[config.mk]
export PLATFORM = sky130hd
export DESIGN_NAME = lcd_debug_grid
export DESIGN_NICKNAME = d
export VERILOG_FILES = /design/src/rtl/lcd_debug_pkg.sv /design/src/rtl/lcd_debug_snapshot.sv /design/src/rtl/lcd_debug_grid.sv
export SDC_FILE = /design/constraint.sdc
export NUM_CORES = 1
export LEC_CHECK = 0
export BUFFER_PORTS_ARGS = -buffer_cell sky130_fd_sc_hd__buf_2
export CAP_MARGIN = 10
export CELL_PAD_IN_SITES_DETAIL_PLACEMENT = 1
export CELL_PAD_IN_SITES_GLOBAL_PLACEMENT = 2
export CORE_MARGIN = 1
export CORE_UTILIZATION = 32
export DETAILED_ROUTE_END_ITERATION = 6
export GPL_TIMING_DRIVEN = 0
export PLACE_DENSITY_LB_ADDON = 0.08
export SETUP_SLACK_MARGIN = 0.2
export SYNTH_ARGS = -nofsm -noshare
export SYNTH_HDL_FRONTEND = slang
export SYNTH_HIERARCHICAL = 1
export SYNTH_SLANG_ARGS = --single-unit
[constraint.sdc]
create_clock -name clock -period 2 [get_ports clock]
set_clock_uncertainty 0.2 [all_clocks]
set_input_delay 0.1 -clock clock [delete_from_list [all_inputs] [get_ports clock]]
set_output_delay 0.1 -clock clock [all_outputs]
set_load 0.02 [all_outputs]
[src/rtl/lcd_debug_pkg.sv]
// Shared constants and helpers for the LCD debug-screen character generator:
// header text, blank/heart codes, cell classes and nybble-to-ASCII conversion.
package lcd_debug_pkg;

    localparam logic [6:0] CHAR_SPACE = 7'h20;
    localparam logic [6:0] CHAR_HEART = 7'h03;
    localparam logic [6:0] CHAR_FOUR  = 7'h34;

    localparam logic [6:0] HDR_CHAR_0 = 7'h41;  // 'A'
    localparam logic [6:0] HDR_CHAR_1 = 7'h6C;  // 'l'
    localparam logic [6:0] HDR_CHAR_2 = 7'h69;  // 'i'
    localparam logic [6:0] HDR_CHAR_3 = 7'h63;  // 'c'
    localparam logic [6:0] HDR_CHAR_4 = 7'h65;  // 'e'

    localparam logic [3:0] HDR_COL_FOUR  = 4'd6;
    localparam logic [3:0] HDR_COL_HEART = 4'd8;
    localparam int         HDR_MAX_COL   = 15;

    typedef enum logic [1:0] {
        CELL_BLANK  = 2'd0,
        CELL_HEADER = 2'd1,
        CELL_DIGIT  = 2'd2
    } cell_class_e;

    function automatic logic [6:0] nybble_to_ascii(input logic [3:0] nyb);
        if (nyb < 4'd10) begin
            return 7'h30 + {3'b000, nyb};
        end
        return 7'h37 + {3'b000, nyb};
    endfunction

    function automatic logic [6:0] header_char(input logic [3:0] col);
        logic [6:0] ch;
        case (col)
            4'd0:          ch = HDR_CHAR_0;
            4'd1:          ch = HDR_CHAR_1;
            4'd2:          ch = HDR_CHAR_2;
            4'd3:          ch = HDR_CHAR_3;
            4'd4:          ch = HDR_CHAR_4;
            HDR_COL_FOUR:  ch = CHAR_FOUR;
            HDR_COL_HEART: ch = CHAR_HEART;
            default:       ch = CHAR_SPACE;
        endcase
        return ch;
    endfunction

    // Hold counters need to reach HOLD_FRAMES; keep at least one bit when disabled.
    function automatic int count_bits(input int hold);
        if (hold > 0) begin
            return $clog2(hold + 1);
        end
        return 1;
    endfunction

endpackage

[src/rtl/lcd_debug_snapshot.sv]
// Per-frame snapshot of the displayed registers plus per-nybble change
// highlighting that decays after a fixed number of unchanged frames.
module lcd_debug_snapshot
    import lcd_debug_pkg::*;
#(
    parameter int NUM_VALUES  = 3,
    parameter int VALUE_WIDTH = 32,
    parameter int HOLD_FRAMES = 30
) (
    input  logic                                 clock,
    input  logic                                 reset_n,
    input  logic                                 frame_start,
    input  logic [NUM_VALUES*VALUE_WIDTH-1:0]     values,
    output logic [NUM_VALUES*VALUE_WIDTH-1:0]     shadow,
    output logic [NUM_VALUES*(VALUE_WIDTH/4)-1:0] mask
);

    localparam int N  = VALUE_WIDTH / 4;
    localparam int CW = count_bits(HOLD_FRAMES);
    localparam logic [CW-1:0] HOLD_LOAD = CW'(HOLD_FRAMES);

    genvar gi, gn;
    for (gi = 0; gi < NUM_VALUES; gi++) begin : g_value
        logic [VALUE_WIDTH-1:0] cur;
        logic [VALUE_WIDTH-1:0] shadow_q, shadow_d;
        logic [N-1:0]           diff;
        logic [N-1:0]           mask_q, mask_d;
        logic [CW-1:0]          count_q, count_d;

        assign cur = values[gi*VALUE_WIDTH +: VALUE_WIDTH];

        for (gn = 0; gn < N; gn++) begin : g_nyb
            assign diff[gn] = |(cur[gn*4 +: 4] ^ shadow_q[gn*4 +: 4]);
        end

        always_comb begin
            shadow_d = shadow_q;
            mask_d   = mask_q;
            count_d  = count_q;
            if (frame_start) begin
                shadow_d = cur;
                if (HOLD_FRAMES > 0) begin
                    // A fresh change restarts the hold; the mask only clears
                    // once the full hold has elapsed without any change.
                    if (|diff) begin
                        mask_d  = mask_q | diff;
                        count_d = HOLD_LOAD;
                    end else if (count_q > CW'(1)) begin
                        count_d = count_q - CW'(1);
                    end else if (count_q == CW'(1)) begin
                        count_d = '0;
                        mask_d  = '0;
                    end
                end
            end
        end

        always_ff @(posedge clock or negedge reset_n) begin
            if (!reset_n) begin
                shadow_q <= '0;
                mask_q   <= '0;
                count_q  <= '0;
            end else begin
                shadow_q <= shadow_d;
                mask_q   <= mask_d;
                count_q  <= count_d;
            end
        end

        assign shadow[gi*VALUE_WIDTH +: VALUE_WIDTH] = shadow_q;
        assign mask[gi*N +: N]                       = mask_q;
    end

endmodule

[src/rtl/lcd_debug_grid.sv]
// Debug-screen character generator: maps a (column, row) lookup to a character
// code and inverse flag through a fixed two-stage pipeline.
module lcd_debug_grid
    import lcd_debug_pkg::*;
#(
    parameter int NUM_VALUES    = 3,
    parameter int VALUE_WIDTH   = 32,
    parameter int FIRST_ROW     = 2,
    parameter int GROUP_NIBBLES = 4,
    parameter int HOLD_FRAMES   = 30
) (
    input  logic                             clock,
    input  logic                             reset_n,
    input  logic                             frame_start,
    input  logic [NUM_VALUES*VALUE_WIDTH-1:0] values,
    input  logic                             lookup,
    input  logic [6:0]                       column,
    input  logic [5:0]                       row,
    output logic [6:0]                       character,
    output logic                             inverse,
    output logic                             char_valid
);

    localparam int N      = VALUE_WIDTH / 4;
    localparam int G1     = GROUP_NIBBLES + 1;
    localparam int LINE_W = N + (N - 1) / GROUP_NIBBLES;
    localparam int TOTAL  = NUM_VALUES * N;
    localparam int KW     = (TOTAL > 1) ? $clog2(TOTAL) : 1;
    localparam int SLOTS  = 1 << KW;
    localparam logic [6:0] ROW_LO = 7'(FIRST_ROW);
    localparam logic [6:0] ROW_HI = 7'(FIRST_ROW + NUM_VALUES);

    logic [NUM_VALUES*VALUE_WIDTH-1:0] shadow;
    logic [TOTAL-1:0]                  mask;

    lcd_debug_snapshot #(
        .NUM_VALUES  (NUM_VALUES),
        .VALUE_WIDTH (VALUE_WIDTH),
        .HOLD_FRAMES (HOLD_FRAMES)
    ) u_snapshot (
        .clock       (clock),
        .reset_n     (reset_n),
        .frame_start (frame_start),
        .values      (values),
        .shadow      (shadow),
        .mask        (mask)
    );

    // Flat nybble table indexed by value*N + nybble, padded to a power of two
    // so the select index can never point outside the table.
    logic [3:0]       nyb_tab [SLOTS];
    logic [SLOTS-1:0] mask_tab;

    genvar gi;
    for (gi = 0; gi < SLOTS; gi++) begin : g_slot
        if (gi < TOTAL) begin : g_used
            assign nyb_tab[gi]  = shadow[gi*4 +: 4];
            assign mask_tab[gi] = mask[gi];
        end else begin : g_pad
            assign nyb_tab[gi]  = 4'h0;
            assign mask_tab[gi] = 1'b0;
        end
    end

    logic [7:0]  col_w;
    logic [7:0]  digit_idx;
    logic [7:0]  nib_pos;
    logic [6:0]  row_w;
    logic [6:0]  vidx;
    logic [KW-1:0] slot;
    logic        is_gap;
    logic        in_line;
    logic        is_value_row;
    cell_class_e cls;

    always_comb begin
        col_w        = {1'b0, column};
        row_w        = {1'b0, row};
        is_gap       = ((col_w + 8'd1) % 8'(G1)) == 8'd0;
        in_line      = col_w < 8'(LINE_W);
        digit_idx    = col_w - col_w / 8'(G1);
        nib_pos      = 8'(N - 1) - digit_idx;
        is_value_row = (row_w >= ROW_LO) && (row_w < ROW_HI);
        vidx         = row_w - ROW_LO;
        slot         = KW'(16'(vidx) * 16'(N) + 16'(nib_pos));
        cls          = CELL_BLANK;
        if (row == 6'd0) begin
            if (column <= 7'(HDR_MAX_COL)) begin
                cls = CELL_HEADER;
            end
        end else if (is_value_row && in_line && !is_gap) begin
            cls = CELL_DIGIT;
        end
    end

    // Stage 1 captures the shadow nybble and mask bit now, so a lookup in the
    // same cycle as frame_start still sees the pre-update snapshot.
    logic        s1_valid_q, s1_valid_d;
    cell_class_e s1_class_q, s1_class_d;
    logic [3:0]  s1_nyb_q, s1_nyb_d;
    logic        s1_inv_q, s1_inv_d;
    logic [3:0]  s1_hcol_q, s1_hcol_d;

    always_comb begin
        s1_valid_d = lookup;
        s1_class_d = cls;
        s1_nyb_d   = nyb_tab[slot];
        s1_inv_d   = mask_tab[slot] && (cls == CELL_DIGIT);
        s1_hcol_d  = column[3:0];
    end

    logic [6:0] character_q, character_d;
    logic       inverse_q, inverse_d;
    logic       char_valid_q, char_valid_d;

    always_comb begin
        character_d  = character_q;
        inverse_d    = inverse_q;
        char_valid_d = s1_valid_q;
        if (s1_valid_q) begin
            case (s1_class_q)
                CELL_DIGIT: begin
                    character_d = nybble_to_ascii(s1_nyb_q);
                    inverse_d   = s1_inv_q;
                end
                CELL_HEADER: begin
                    character_d = header_char(s1_hcol_q);
                    inverse_d   = 1'b0;
                end
                default: begin
                    character_d = CHAR_SPACE;
                    inverse_d   = 1'b0;
                end
            endcase
        end
    end

    always_ff @(posedge clock or negedge reset_n) begin
        if (!reset_n) begin
            s1_valid_q   <= 1'b0;
            s1_class_q   <= CELL_BLANK;
            s1_nyb_q     <= 4'h0;
            s1_inv_q     <= 1'b0;
            s1_hcol_q    <= 4'h0;
            character_q  <= CHAR_SPACE;
            inverse_q    <= 1'b0;
            char_valid_q <= 1'b0;
        end else begin
            s1_valid_q   <= s1_valid_d;
            s1_class_q   <= s1_class_d;
            s1_nyb_q     <= s1_nyb_d;
            s1_inv_q     <= s1_inv_d;
            s1_hcol_q    <= s1_hcol_d;
            character_q  <= character_d;
            inverse_q    <= inverse_d;
            char_valid_q <= char_valid_d;
        end
    end

    assign character  = character_q;
    assign inverse    = inverse_q;
    assign char_valid = char_valid_q;

endmodule
# After elaboration in Yosys (flattened, before gate mapping)
# Index checks and enable logic that the tools add are counted.
[totals] register_bits=156 out_inout_bits=9
[op_classes] n_addsub=10 n_div=2 magnitude_cmp=10 n_eq_ne=15 n_mux=34 n_bitwise=28 reduce_logical=47
[op_table] op="32-bit OR reduction" n=3
[op_table] op="4-bit OR reduction" n=24
[op_table] op="4-bit bitwise XOR" n=24
[op_table] op="8-bit 2-to-1 mux" n=9
[op_table] op="7-bit one-hot mux with 7 select lines" n=1
[op_table] op="5-bit 2-to-1 mux" n=9
[op_table] op="8-bit bitwise OR" n=3
[op_table] op="4-bit binary-select mux with 5-bit select" n=1
[op_table] op="5-bit by 1-bit equality test with 1-bit output, second input constant" n=3
[op_table] op="5-bit by 1-bit greater-than comparator with 1-bit output, second input constant" n=3
[op_table] op="5-bit by 1-bit subtractor with 5-bit output, second input constant" n=3
[op_table] op="6-bit by 4-bit adder with 7-bit output, first input constant" n=2
[op_table] op="7-bit 2-to-1 mux" n=2
[op_table] op="7-bit one-hot mux with 2 select lines" n=1
[op_table] op="3-bit AND reduction" n=3
[op_table] op="3-bit nonzero test" n=3
[op_table] op="7-bit by 1-bit adder with 8-bit output, second input constant" n=1
[op_table] op="7-bit by 3-bit divider with 8-bit output, second input constant" n=1
[op_table] op="4-bit by 2-bit equality test with 1-bit output, second input constant" n=2
[op_table] op="4-bit by 3-bit equality test with 1-bit output, second input constant" n=2
[op_table] op="8-bit zero test" n=1
[op_table] op="8-bit by 3-bit modulo with 8-bit output, second input constant" n=1
[op_table] op="4-bit 2-to-1 mux" n=2
[op_table] op="7-bit by 4-bit less-or-equal comparator with 1-bit output, second input constant" n=1
[op_table] op="25 further kinds" n=41

# Logic depth before layout (Yosys ltp)
[depth] depth_word=9 ltp_mapped=30 mapped_depth_nobuf=29

# Hierarchy
# Netlist, hierarchy kept.
[modules_own_cells] mod="lcd_debug_snapshot" instances=1 cells_per_inst=507 area_each_um2=6311.1 seq_area_each_um2=3378.2
[modules_own_cells] mod="lcd_debug_grid" instances=1 cells_per_inst=415 area_each_um2=3868.7 seq_area_each_um2=526.8

# Worst setup path before layout
# No wires, ideal clock.
[synth_path] path_type="in2reg" from="input port column[4]" to="register s1_nyb_q[0]" setup_time_ps=156 t_arrival_ps=6126 required_time_ps=1644 slack_ps=-4482 stages=26 path_buffers=3 path_cell_list="buf_2 > inv_2 > ha_1 > nand2_1 > nand2_1 > maj3_2 > a211oi_4 > inv_2 > ha_1 > ha_1 > nand2b_1 > nor2_1 > o21ai_0 > ha_1 > nor2b_1 > o22ai_1 > a31oi_1 > a31oi_1 > or3_1 > ha_1 > buf_1 > clkbuf_1 > mux4_2 > mux4_2 > nand2_1 > o31ai_1"
[synth_via] elab_chain_len=8
[synth_lines] item="from (decl)" line_no="lcd_debug_grid.sv:17" source="input logic [6:0] column,"
[synth_lines] item="7-bit by 3-bit divider with 8-bit output" line_no="lcd_debug_grid.sv:81" source="digit_idx = col_w - col_w / 8'(G1);"
[synth_lines] item="5-bit subtractor (*)" line_no="lcd_debug_grid.sv:81"
[synth_lines] item="3-bit by 5-bit subtractor with 5-bit output (*)" line_no="lcd_debug_grid.sv:82" source="nib_pos = 8'(N - 1) - digit_idx;"
[synth_lines] item="5-bit adder (*)" line_no="lcd_debug_grid.sv:85" source="slot = KW'(16'(vidx) * 16'(N) + 16'(nib_pos));"
[synth_lines] item="5-bit NOT with 6-bit output (implied by the code) (*)" line_no="lcd_debug_grid.sv:107" source="s1_nyb_d = nyb_tab[slot];"
[synth_lines] item="4-bit binary-select mux with 5-bit select (*)" line_no="lcd_debug_grid.sv:107"
[synth_lines] item="4-bit 2-to-1 mux (implied by the code) (*) (2 in a row)" line_no="lcd_debug_grid.sv:107"
[synth_lines] item="net s1_nyb_d[0]" line_no="lcd_debug_grid.sv:100" source="logic [3:0] s1_nyb_q, s1_nyb_d;"
[synth_lines] item="to (signal assigned)" line_no="lcd_debug_grid.sv:151" source="s1_nyb_q <= s1_nyb_d;"
[synth_lines] item="to (decl)" line_no="lcd_debug_grid.sv:100"
# The timed path passes the listed nets; every way through them passes the cells marked *. The select of a mux whose other input is x is not followed.
# A chain may end at the register's enable or synchronous reset.

# Worst setup path after layout
[layout_path] from="input port column[5]" to="register s1_nyb_q[2]"
[layout_via] elab_chain_len=8
[layout_lines] item="7-bit by 3-bit divider with 8-bit output" line_no="lcd_debug_grid.sv:81"
[layout_lines] item="5-bit subtractor" line_no="lcd_debug_grid.sv:81"
[layout_lines] item="3-bit by 5-bit subtractor with 5-bit output" line_no="lcd_debug_grid.sv:82"
[layout_lines] item="5-bit adder" line_no="lcd_debug_grid.sv:85"
[layout_lines] item="5-bit NOT with 6-bit output (implied by the code)" line_no="lcd_debug_grid.sv:107"
[layout_lines] item="4-bit binary-select mux with 5-bit select" line_no="lcd_debug_grid.sv:107"
[layout_lines] item="4-bit 2-to-1 mux (implied by the code) (2 in a row)" line_no="lcd_debug_grid.sv:107"
[layout_lines] item="net s1_nyb_d[2]" line_no="lcd_debug_grid.sv:100"
# The timed path passes the listed nets, and every way through them passes these cells. The select of a mux whose other input is x is not followed.

==> out/results.txt <==
The flow ran to the end, but the final reports show violations. The checks that failed: hold timing, setup timing. Library cell appearing most often on the critical path: sky130_fd_sc_hd__ha_4. During synthesis, Yosys emitted a total of 6 warnings. The clock transition at the registers of the reported paths works out to 0.06 ns.

When the netlist entered floorplanning its net count stood at 1065. At the later pin of the worst-skew pair, clock insertion delay measures 0.44 ns. The width of the chip works out to 180 microns. TritonCTS built the clock tree.

The run gives -0.20 ns as the register-to-register path setup slack. The endpoint of the worst register-to-register path is u_snapshot/g_value[1].mask_q[3]. Along the worst path, the maximum fanout reaches 5. The run gives 0.192 GHz as the achievable clock frequency.

The clock sink count is 156, and the placeable core area is 30900 sq um. The worst path uses 261% of the clock period. By area the synthesized netlist is led by sky130_fd_sc_hd__dfrtp_1 (38%), sky130_fd_sc_hd__mux2_2 (11%), sky130_fd_sc_hd__xnor2_1 (9.4%). The run gives 32.9% as the initial core utilization.

The netlist uses 93 different library cells. Buffers inserted during clock tree synthesis total 17. The post-synthesis to final-layout area growth was 43.2%; the fraction of power consumed by the clock network was 29.6%. The smallest clock period supported by the final layout is computed as 5.22 ns. Once placement finished, the instance area stood at 11500 sq um. In this run the most critical hold path is launched from row[5]. Count of flip-flops with a built-in enable after synthesis: 0.

The number of endpoints with negative hold slack in the final report came out at 2. For this run, the post-layout net count is 1394. Sequential cells were found to cover 38.4% of the synthesized design area.

The run gives -0.213 ns as the final hold slack. Counting flops with an async set or reset pin after synthesis yields a share of 100%. The floorplan die height works out to 180 microns. The cell-internal power is 7.94 mW, and the share of cell area taken by muxes after synthesis is 19.2%. The run gives 39.7% as the combinational share of power.

The synthesized netlist devotes 13.0% of its cell area to compound gates. Main combinational cell family by area after synthesis: multiplexers. Setup total negative slack on the finished layout was measured at -20.66 ns. Summed over all cells, the static leakage comes to 5.79 nW. Most common cell in the synthesized netlist: sky130_fd_sc_hd__dfrtp_1. Setup repair after global routing could not meet its margin everywhere. The class of the tightest hold or removal check is in -> reg. The worst reg2reg path startpoint is u_snapshot/g_value[1].shadow_q[7]. The run gives 5.32 ns as the signal arrival time at the worst endpoint. The total overflow left after global routing is 0. The first global-routing pass estimated 52200 microns of wire. Number of antenna violations at the first check in global routing: 0. The die area was 32500 sq um; the maximum root-to-sink buffer count was 2. Of the cells placed in the final design, the portion with a size suffix greater than 1 is 42.7%. Via total after detailed routing: 8571. Entering global routing, the biggest net connects 99 pins. For the via count of the first global-routing pass, the log shows 9173.

The cell sitting at the root of the clock tree is a sky130_fd_sc_hd__clkbuf_16. The detailed router's first-iteration violation count was 377; the remaining antenna violation count was 0. The final wirelength is 32200 microns, and the synthesized area per cell is 11.0 sq um.

Number of I/O pins: 122. The share of synthesized cell area in full adder, half adder and majority cells was 4.04%. For this run, the leading register cell type out of synthesis is sky130_fd_sc_hd__dfrtp_1.

The total power is 11.8 mW. The worst hold path terminates at s1_class_q[0]. The worst stage delay on the critical path was 0.55 ns; the actual transition at the worst max-transition pin was 0.787 ns.

The average routed wire per standard cell came out at 19.4 microns. The count of input and output buffers was 120. The startpoint type of the worst setup path was an input pin. The final count of pins violating max slew was 0; the xor and xnor area share after synthesis was 10.3%. Synthesis produced 922 cells. After synthesis, the most frequently instantiated cells are sky130_fd_sc_hd__dfrtp_1 (155), sky130_fd_sc_hd__xnor2_1 (109), sky130_fd_sc_hd__mux2_2 (98). The number of antenna diodes in the final layout is 0. Per report_power, the sequential group accounts for 30.8% of the total. The DRC violation count after routing was 0; the power density over cell area was 808 nW/um^2.

In this run, post-CTS hold repair placed 104 buffers. Along the worst hold path, the cell count comes to 3. The synthesized netlist devotes 11.7% of its cell area to simple gates. The total number of H-tree levels was 4.

The first detailed-routing pass took 4 iterations. The tool flagged a number of max-cap violations equal to 0. Timing analysis after detailed placement gives a worst setup slack of -4.53 ns. VDD sags by at most 0.639 mV.

The data required time at the worst endpoint is 2.10 ns. The cell area that synthesis handed to floorplanning was 10200 sq um. The initialized floorplan defines 64 standard-cell rows. Detailed placement ended at an HPWL of 22900 microns. Cell with the biggest individual delay on the critical path: sky130_fd_sc_hd__mux4_2.

In the global route stage, overall resource usage came out at 20.4%. STA classifies the critical path endpoint as a flip-flop. The number of cells on the worst reg-to-reg path is 7.

The synthesized design spends more area on one cell type than any other, namely sky130_fd_sc_hd__dfrtp_1. The critical path in this run is classified as in -> reg. The fraction of the core area covered by cells at the end of the flow was 47.2%; the net switching power was 3.84 mW. The worst relative slew slack is 47.5%, and the number of storage elements in the synthesis netlist is 156. Dividing the detail-routed via count by the number of cells gives 5.16. The run gives 36 as the final setup violation count. At the end of routability-driven placement, the weighted congestion stood at 0.765. After routing the design area is 14600 sq um. Net switching is 32.6% of the power. The worst setup slack after layout is -3.22 ns. The share of the synthesized area in the top cell type is 38.1%.
## layout make-up
| type | instances | area [sq um] |
|---|---|---|
| Sequential cell | 156 | 3910 |
| Tap cell | 396 | 495 |
| Clock buffer | 18 | 429 |
| Multi-Input combinational cell | 687 | 6650 |
| Fill cell | 3333 | 16300 |
| Buffer | 45 | 337 |
| Timing Repair Buffer | 310 | 2420 |
| Inverter | 34 | 148 |
| Clock inverter | 14 | 194 |
## cells in the final DEF, fill, tap and decap left out, types with 17 or more instances in the layout
cell / Yosys / layout
sky130_fd_sc_hd__nor2_1: 64 / 41
sky130_fd_sc_hd__nand4_1: 29 / 29
sky130_fd_sc_hd__inv_1: 31 / 28
sky130_fd_sc_hd__nor2_2: 2 / 22
sky130_fd_sc_hd__buf_2: 5 / 118
sky130_fd_sc_hd__buf_4: 4 / 82
sky130_fd_sc_hd__clkbuf_16: 0 / 17
sky130_fd_sc_hd__a21oi_1: 45 / 40
sky130_fd_sc_hd__xnor2_1: 109 / 95
sky130_fd_sc_hd__mux4_2: 35 / 35
sky130_fd_sc_hd__mux2_2: 98 / 98
sky130_fd_sc_hd__nand2_1: 35 / 29
sky130_fd_sc_hd__dfrtp_1: 155 / 155
sky130_fd_sc_hd__nand3_1: 21 / 18
sky130_fd_sc_hd__dlygate4sd3_1: 0 / 104
## flip-flops by register name, indices dropped and copies added (netlist names)
| name | flops |
|---|---|
| char_valid | 1 |
| char_valid_d | 1 |
| character | 7 |
| inverse | 1 |
| s1_class_q | 2 |
| s1_hcol_q | 4 |
| s1_inv_q | 1 |
| s1_nyb_q | 4 |
| u_snapshot/g_value.count_q | 15 |
| u_snapshot/g_value.mask_q | 24 |
| u_snapshot/g_value.shadow_q | 96 |
## repair_timing
action | CTS | global route
pin swaps | 97 | 47
endpoints found under the hold margin | 210 | 1
endpoints found under the setup margin | 67 | 91
gates resized for setup | 97 | 53
setup buffers | 64 | 21
cloned | 0 | 0
## how the worst max path moves through the flow
stage	start	endpoint	slack, ns	cells after the start
6_report	column[5]	s1_nyb_q[2]	-3.22	32
5_1_grt	column[5]	s1_nyb_q[0]	-3.46	31
4_1_cts	column[5]	s1_nyb_q[2]	-3.26	32
3_5_place_dp	column[5]	s1_nyb_q[0]	-4.53	28
3_3_place_gp	column[5]	s1_nyb_q[0]	-4.57	28
2_1_floorplan	column[5]	s1_nyb_q[0]	-3.52	30
## layer usage
layer  GRT usage, %  vias to the layer above  share of wire (%)
met2           32.9                      126                 48
met4           3.97                        0               0.60
met3           3.07                       14                2.9
met1           29.1                     4351                 48
li1               -                     4080                  -
met5              0                        -                  0
## cells by family (layout without fill, tap and decap cells)
logic type,after synthesis,in the layout
xor gates and xnor gates,117,117
buffers and inverters,79,421
adders and majority gates,32,32
muxes,139,139
AOI/OAI and AO/OA,176,176
DFF,156,156
and+or+nand+nor,223,223
## through the flow
| step | cells | hold WS, ns |
|---|---|---|
| 4_1_cts | 1639 | -0.215 |
| 3_3_place_gp | 1438 | 0.0173 |
| 2_1_floorplan | 922 | -0.396 |
| 3_5_place_dp | 1439 | 0.0102 |
| 5_1_grt | 1660 | -0.210 |
| 6_report | 1660 | -0.213 |
## power groups by stage
stage / Clock, mW / Sequential (mW) / Combinational [mW]
after floorplan: 0 / 3.62 / 2.68
after global placement: 0 / 3.68 / 3.80
after detailed placement: 0 / 3.69 / 3.81
after CTS: 3.58 / 3.62 / 4.51
after global routing: 3.69 / 3.66 / 5.03
final: 3.48 / 3.62 / 4.67
## critical path, delay by kind of cell
family                   cells  cell delay (ns)
AO/OA/AOI/OAI                7             0.85
XOR/XNOR                     3             0.51
adder cells (fa/ha/maj)      9             1.85
buffers and inverters        6             0.56
multiplexers                 1             0.55
AND/OR/NAND/NOR              6             0.88
Power figures use the tool's default switching activity.
